$ cat src/rtl/tx_redundant_framer.sv
// Redundant UDP-style frame transmitter: sends a burst of identical frames (header + payload)
// separated by IFG idle cycles, stamping each copy with its index.
module tx_redundant_framer #(
  parameter logic [47:0] ETH_DST_MAC = 48'hDEADBEEF0123,
  parameter logic [47:0] ETH_SRC_MAC = 48'h000A35000102,
  parameter logic [31:0] IP_SRC_ADDR = 32'hC0A80140,
  parameter int          PAYLOAD_LEN = 1024,
  parameter int          IFG         = 12
) (
  input  logic        clk125MHz,
  input  logic        reset,
  input  logic        start,
  input  logic [15:0] segment_num,
  input  logic [7:0]  aux,
  input  logic [7:0]  redundancy,
  output logic [10:0] pl_addr,
  output logic        pl_rd,
  input  logic [7:0]  pl_data,
  output logic        tx_en,
  output logic [7:0]  tx_data,
  output logic        busy,
  output logic        done
);

  typedef enum logic [1:0] {IDLE, HDR, PAY, GAP} state_t;

  localparam int            BW       = 12;
  localparam logic [BW-1:0] HDR_LAST = BW'(37);
  localparam logic [BW-1:0] RD_FIRST = BW'(37);
  localparam logic [BW-1:0] RD_LAST  = BW'(36 + PAYLOAD_LEN);
  localparam logic [BW-1:0] PAY_LAST = BW'(37 + PAYLOAD_LEN);
  localparam logic [BW-1:0] GAP_LAST = BW'(IFG - 1);

  state_t        state;
  logic [BW-1:0] bidx;     // byte index in HDR/PAY, idle count in GAP
  logic [BW-1:0] nb;
  logic [15:0]   seg_q;
  logic [7:0]    aux_q, red_q, copy_q, tx_q, hdr_next;
  logic          pay_sel, rd_next;
  logic [303:0]  hdr_vec;

  assign nb = bidx + BW'(1);

  assign hdr_vec = {48'h555555555555, ETH_DST_MAC, ETH_SRC_MAC, 16'h0800, 48'h0,
                    IP_SRC_ADDR, 16'h0000, 8'h01, 8'h02, seg_q, copy_q, aux_q};

  always_comb begin
    hdr_next = 8'h00;
    if (nb <= HDR_LAST)
      hdr_next = hdr_vec[8*(37 - int'(nb[5:0])) +: 8];
  end

  // Reads run one cycle ahead so the synchronous buffer data lands on its byte slot.
  assign rd_next = (state == HDR || state == PAY) && nb >= RD_FIRST && nb <= RD_LAST;

  always_ff @(posedge clk125MHz) begin
    if (reset) begin
      state   <= IDLE;
      bidx    <= '0;
      seg_q   <= '0;
      aux_q   <= '0;
      red_q   <= '0;
      copy_q  <= '0;
      tx_q    <= '0;
      tx_en   <= 1'b0;
      pay_sel <= 1'b0;
      pl_rd   <= 1'b0;
      pl_addr <= '0;
      busy    <= 1'b0;
      done    <= 1'b0;
    end else begin
      done    <= 1'b0;
      pl_rd   <= rd_next;
      pl_addr <= rd_next ? 11'(nb - RD_FIRST) : '0;
      case (state)
        IDLE: if (start) begin
          seg_q  <= segment_num;
          aux_q  <= aux;
          red_q  <= (redundancy == 8'd0) ? 8'd1 : redundancy;
          copy_q <= '0;
          state  <= HDR;
          busy   <= 1'b1;
          tx_en  <= 1'b1;
          tx_q   <= 8'h55;
          bidx   <= '0;
        end
        HDR: begin
          bidx <= nb;
          if (bidx == HDR_LAST) begin
            state   <= PAY;
            pay_sel <= 1'b1;
            tx_q    <= 8'h00;
          end else begin
            tx_q <= hdr_next;
          end
        end
        PAY: begin
          if (bidx == PAY_LAST) begin
            state   <= GAP;
            tx_en   <= 1'b0;
            pay_sel <= 1'b0;
            bidx    <= '0;
          end else begin
            bidx <= nb;
          end
        end
        GAP: begin
          if (bidx == GAP_LAST) begin
            if ({1'b0, copy_q} + 9'd1 < {1'b0, red_q}) begin
              copy_q <= copy_q + 8'd1;
              state  <= HDR;
              tx_en  <= 1'b1;
              tx_q   <= 8'h55;
              bidx   <= '0;
            end else begin
              state <= IDLE;
              busy  <= 1'b0;
              done  <= 1'b1;
            end
          end else begin
            bidx <= nb;
          end
        end
        default: state <= IDLE;
      endcase
    end
  end

  assign tx_data = pay_sel ? pl_data : tx_q;

endmodule

$ cat config.mk
export PLATFORM = sky130hd
export DESIGN_NAME = tx_redundant_framer
export DESIGN_NICKNAME = d
export VERILOG_FILES = /design/src/rtl/tx_redundant_framer.sv
export SDC_FILE = /design/constraint.sdc
export NUM_CORES = 1
export LEC_CHECK = 0
export CAP_MARGIN = 0
export CORE_MARGIN = 2
export CORE_UTILIZATION = 46
export CTS_CLUSTER_DIAMETER = 80
export DETAILED_ROUTE_END_ITERATION = 12
export GPL_TIMING_DRIVEN = 0
export PLACE_DENSITY = 0.72
export SLEW_MARGIN = 20
export SYNTH_ARGS = -nofsm -noshare
export SYNTH_HDL_FRONTEND = slang
export SYNTH_SLANG_ARGS = --single-unit
$ cat constraint.sdc
create_clock -name clk125MHz -period 2.96 [get_ports clk125MHz]
set_input_delay 0.592 -clock clk125MHz [delete_from_list [all_inputs] [get_ports clk125MHz]]
set_output_delay 0.592 -clock clk125MHz [all_outputs]
set_load 0.05 [all_outputs]
**Word-level counts from Yosys, hierarchy flattened**

Cells that the tools add are included.

- Register bits after elaboration: 78
- Output and inout bits: 23
- Logic and storage cells: 92

- $add $sub $neg: 5
- Order comparisons: 4
- Eq/ne operators: 13
- Shifts and indexed selects: 1
- Multiplexer cells: 34
- Bitwise operators: 3
- Reduce and logical (&&, ||, !) cells: 19

Operators with widths:

| kind | count |
|---|---|
| $shiftx 304x10->8 | 1 |
| $mux 8 | 10 |
| $mux 12 | 4 |
| $pmux 12 s4 | 1 |
| $pmux 8 s3 | 1 |
| $pmux 8 s2 | 1 |
| $reduce_and 4->1 | 4 |
| $add 12x1->12 const B | 1 |
| $eq 12x11->1 const B | 1 |
| $eq 12x4->1 const B | 1 |
| $eq 12x6->1 const B | 1 |
| $ge 12x6->1 const B | 1 |
| $le 12x11->1 const B | 1 |
| $le 12x6->1 const B | 1 |
| $sub 11x6->11 const B | 1 |
| $add 8x1->9 const B | 1 |
| $lt 9x8->1 | 1 |
| $mux 1 | 9 |
| $add 8x1->8 const B | 1 |
| $logic_not 8->1 | 1 |
| $mux 2 | 4 |
| $ne 2x2->1 const B | 4 |
| $pmux 2 s4 | 1 |
| $sub 6x6->7 const A | 1 |
| other kinds (17) | 26 |

**Depth between registers and ports, before layout**

- Depth after elaboration: 6
- Mapped depth: 13
- Depth with buffers taken out: 12

**Worst setup path before layout**

OpenSTA, ideal clock, no wires.

- Path type: reg2reg
- Start point: register copy_q[0]
- End point: register bidx[6]
- Data arrival time: 2.896 ns
- Required time: 2.843 ns
- Path slack: -0.053 ns
- Stages on the path, launching flop included: 14
- Path buffers: 1
- Period minus slack after synthesis: 3.013 ns
- Path through: dfxtp_1 ha_1 and3_1 nand2_1 and2_1 or2_2 ha_1 and2_0 a221oi_1 o221ai_1 a21oi_1 clkbuf_1 o2bb2ai_1 a22o_1

- Cells in the longest elaborated chain, start to end: 4

RTL lines:

| item | RTL line | RTL |
|---|---|---|
| start: declaration | 38 | `logic [7:0] aux_q, red_q, copy_q, tx_q, hdr_next;` |
| start signal: assignment | 110 | `copy_q <= copy_q + 8'd1;` |
| $add 8x1->9 | 109 | `if ({1'b0, copy_q} + 9'd1 < {1'b0, red_q}) begin` |
| $lt 9x8->1 | 109 |  |
| $ne 3x3->1 (no source line) | -- |  |
| $reduce_and 2->1 (no source line) | -- |  |
| end signal: assignment | 88 | `bidx <= nb;` |
| end signal: assignment | 104 | `bidx <= nb;` |
| end signal: assignment | 121 | `bidx <= nb;` |
| end: declaration | 35 | `logic [BW-1:0] bidx;` |

Every way passes these cells.
A chain may end at the register's enable or synchronous reset.

**Worst setup path after layout**

- Start point: register copy_q[1]
- End point: register tx_q[1]

- Cells in the longest elaborated chain, start to end: 4
- Elaborated cells on any way between the ends: 8

RTL lines:

| item | RTL line | RTL |
|---|---|---|
| $add 8x1->9 or $shiftx 304x10->8 (tied branches) | 109, 50 |  |
| $lt 9x8->1 or $mux 8 (tied branches) | 109, 49 |  |
| $ne 2x2->1 (no source line) or $mux 8 (tied branches) | -- |  |
| $reduce_and 4->1 (no source line) or $pmux 8 s3 (tied branches) | -- |  |
| end signal: assignment | 94 | `tx_q <= hdr_next;` |
| end: declaration | 38 |  |

Several ways; a longest one is shown, not always the timed one.

==> results.md <==
- Status: finished, final reports clean
- Later-pin clock latency in the skew report: 0.38 ns
- Final GP Congestion: 0.936
- EDFF count, synth: 0
- Die height: 106 um
- CTS Buf Count: 9
- CP cell instances: ha_4 -> and3_4 -> nand2_2 -> and2_4 -> or2_4 -> ha_4 -> and2_4 -> nand4_1 -> o221a_4 -> o221ai_4 -> buf_6 -> nand2_2 -> a311oi_1
- F_max: between 300 and 400 MHz
- CP endpoint kind: flip-flop
- Post-synthesis xor/xnor area fraction: 5.14%
- Syn_nets: about 660
- RSZ-0062 raised after global routing: true
- Worst-margin pin slew: 1.02 ns
- VDD IR-drop max: 0.353 mV
- Die area: 11300 um^2
- Post-DP HPWL: 10100 um
- Synthesized area per cell: 8.04 um^2
- Drt initial violations: 430
- Final worst slack: between 0.04 and 0.05 ns
- Longest Clk Path Bufs: 2
- CTS tree: done
- Post-Synth Simple-Gate Area: 22.3%
- Via count: 4858
- Share of flip-flops with an asynchronous set or reset: 0%
- Power Density: 603 nW/um^2
- Util after Layout: between 60% and 70%
- Post-layout minimum cycle time: approximately 3 ns
- Mux contribution to synthesized area: 5.19%
- Pin count of the biggest net entering global routing: 17
- Post-Syn Area: 4790 um^2
- TritonRoute pass-1 iters: 5
- Slew HR: 31.7%
- Yosys cell types: 71
- Crit path launch type: flip-flop
- WP data required: 3.26 ns
- Vias per cell: 5.86
- Routed Antenna Nets: 0
- CTS H-tree lvls: 3
- WL per Instance: 17.0 um
- Placement Setup Slack: -0.548 ns
- Congestion Overflow GR: 0
- Seq/Total Area, Yosys: between 30 and 40%
- IO buf count: 64
- Area growth from synthesis to layout: 28.8%
- DR DRC count: 0
- GRT Total Usage: 24.8%
- Largest family of logic cells by synthesized area: compound AO/OA/AOI/OAI gates
- Yosys warnings: 0
- CTS clk-pin slew, worst paths: about 0.1 ns
- Critical path class: flip-flop to flip-flop
- MaxCap Viol Count: 0
- Final period util: between 90% and 100%
- Hold Crit Class: flip-flop to flip-flop
- Adder-cell share of the synthesized area: under 10%
- Design area: about 6200 um^2
- Top_reg_cell synth: dfxtp_1
- Final Max Slew Viols: 0
- Max Clock Skew: 0.0168 ns
- Top cell type's share of synthesized area: 32.6%
- Initial core utilization: a little under half
- Nets: 750
- Final setup violating endpoints: 0
- First-pass GRT wire length: 22300 um
- Row cnt: 37
- Arrival @ worst endpoint: 3.21 ns
- Post-Syn Instances: 596
- Synth Area in Compound Gates: 24.0%
- Top post-synthesis cells by area: dfxtp_1 33%, nand2_1 6.8%, a21oi_1 5.7%
- Hold Vio Cnt, Final: 0
- Routed WL: ~14000 um
- Synthesis-stage register bit count: 78
- Worst-path maximum fanout: 5
- Die X: 106 um
- Ports: 66
- Placeable Area: a little over 10000 um^2
- Lkg Pwr: between 2 and 2.5 nW
- Layout cells sized above 1: 14.6%
- Max stage delay on crit path: ~0.38 ns
- DP Area: 5610 um^2
- Root Buffer: clkbuf_8
- Vias in the first global route: 4751
- Antenna violations before repair: 0
- Clock Sinks: 78
- Ant diodes: 0
- Design Power: 3.73 mW
- Setup TNS: 0 ns
- Dominant cell type by area after synthesis: dfxtp_1
- Critical path's slowest cell: dfxtp_4
==> placed cells by master (no fill, tap or decap), types with 5 or more instances in the layout <==
cell	netlist	routed
nand2_1	87	84
dfxtp_1	78	74
clkdlybuf4s50_1	0	64
a21oi_1	55	54
nor2_1	41	41
inv_1	25	25
o21ai_0	23	22
clkbuf_1	27	20
nand3_1	17	17
buf_4	1	17
ha_1	19	14
xor2_1	14	13
and2_1	10	9
buf_2	12	9
xnor2_1	9	9
clkbuf_8	0	9
and3_1	9	8
nand4_1	8	8
a22oi_1	9	8
nand2b_1	8	8
mux2i_1	8	8
nor3_1	7	7
buf_6	1	6
a31oi_1	6	6
o2bb2ai_1	6	6
nor4_1	6	6
nor2b_1	5	5
mux2_2	5	5
o211ai_1	5	5
mux4_2	5	5
ha_4	0	5
==> per-layer routing <==
metal | share of wire, % | GRT usage [%]
met5 | 0 | 0
met1 | 42 | 30.0
met2 | 49 | 43.5
met3 | 5.7 | 3.43
met4 | 2.8 | 11.4
==> synth_stat cells (6+ instances only) <==
cell	number
a21oi_1	55
and3_1	9
o21ai_0	23
and2_1	10
inv_1	25
a211oi_1	8
dfxtp_1	78
buf_2	12
nand2b_1	8
nand2_1	87
mux2i_1	8
xnor2_1	9
nand4_1	8
nor4_1	6
ha_1	19
nor2_1	41
o2bb2ai_1	6
nand3_1	17
xor2_1	14
clkbuf_1	27
nor3_1	7
a31oi_1	6
a22oi_1	9
==> state kept, by name, summed over array words and instances (netlist names), 2 cells and up <==
register and count:
state 2, aux_q 8, seg_q 16, copy_q 8, red_q 8, tx_q 8, pl_addr 11, bidx 12
==> area by class of cell <==
class / instances / area (um^2)
multi-input combinational: 450 / 3140
inverter: 25 / 93.8
clock inverter: 7 / 63.8
tap: 136 / 170
timing repair buffer: 83 / 798
sequential: 78 / 1570
clock buffer: 9 / 124
buffer: 41 / 209
fill: 926 / 4060
==> critical path: cells and delay by family (launching register included) <==
kind	cells	cell delay [ns]
and+or+nand+nor	7	1.00
AOI/OAI and AO/OA	3	0.86
adders and majority gates	2	0.42
DFF	1	0.38
buffers and inverters	1	0.17
==> report_power, final <==
part / leakage (nW) / switching (mW) / total [mW] / internal [mW]
clock: 0.0907 / 0.475 / 0.800 / 0.325
combinational: 1.57 / 0.982 / 1.66 / 0.679
sequential: 0.638 / 0.0782 / 1.26 / 1.19
==> per-stage QoR <==
step | std cells | hold slack (ns)
3_5_place_dp | 796 | 0.446
6_report | 829 | 0.459
3_3_place_gp | 796 | 0.441
4_1_cts | 818 | 0.458
2_1_floorplan | 596 | 0.433
5_1_grt | 829 | 0.479
==> path summary, 6_finish.rpt <==
path,cells after the start,startpoint,slack (ns),endpoint
worst min register to register,2,aux_q[5],0.46,aux_q[5]
worst max register to register,13,copy_q[1],0.04,tx_q[1]
worst min-delay path,2,aux_q[5],0.46,aux_q[5]
worst max-delay path,13,copy_q[1],0.04,tx_q[1]
==> cells by family (layout without fill, tap and decap cells) <==
logic type      count (synthesis)  after routing
compound gates                168            168
xor+xnor                       25             25
fa+ha+maj                      19             19
buf+inv                        68            165
flops                          78             78
mux                            18             18
simple gates                  220            220
==> repair_timing <==
item | 4_1_cts | 5_1_grt
resized for setup | 28 | 31
hold buffers | 0 | 0
cloned | 0 | 1
pin swaps | 7 | 14
setup buffers | 7 | 11
setup endpoints to repair | 28 | 35
(Power assumes the default switching activity.)
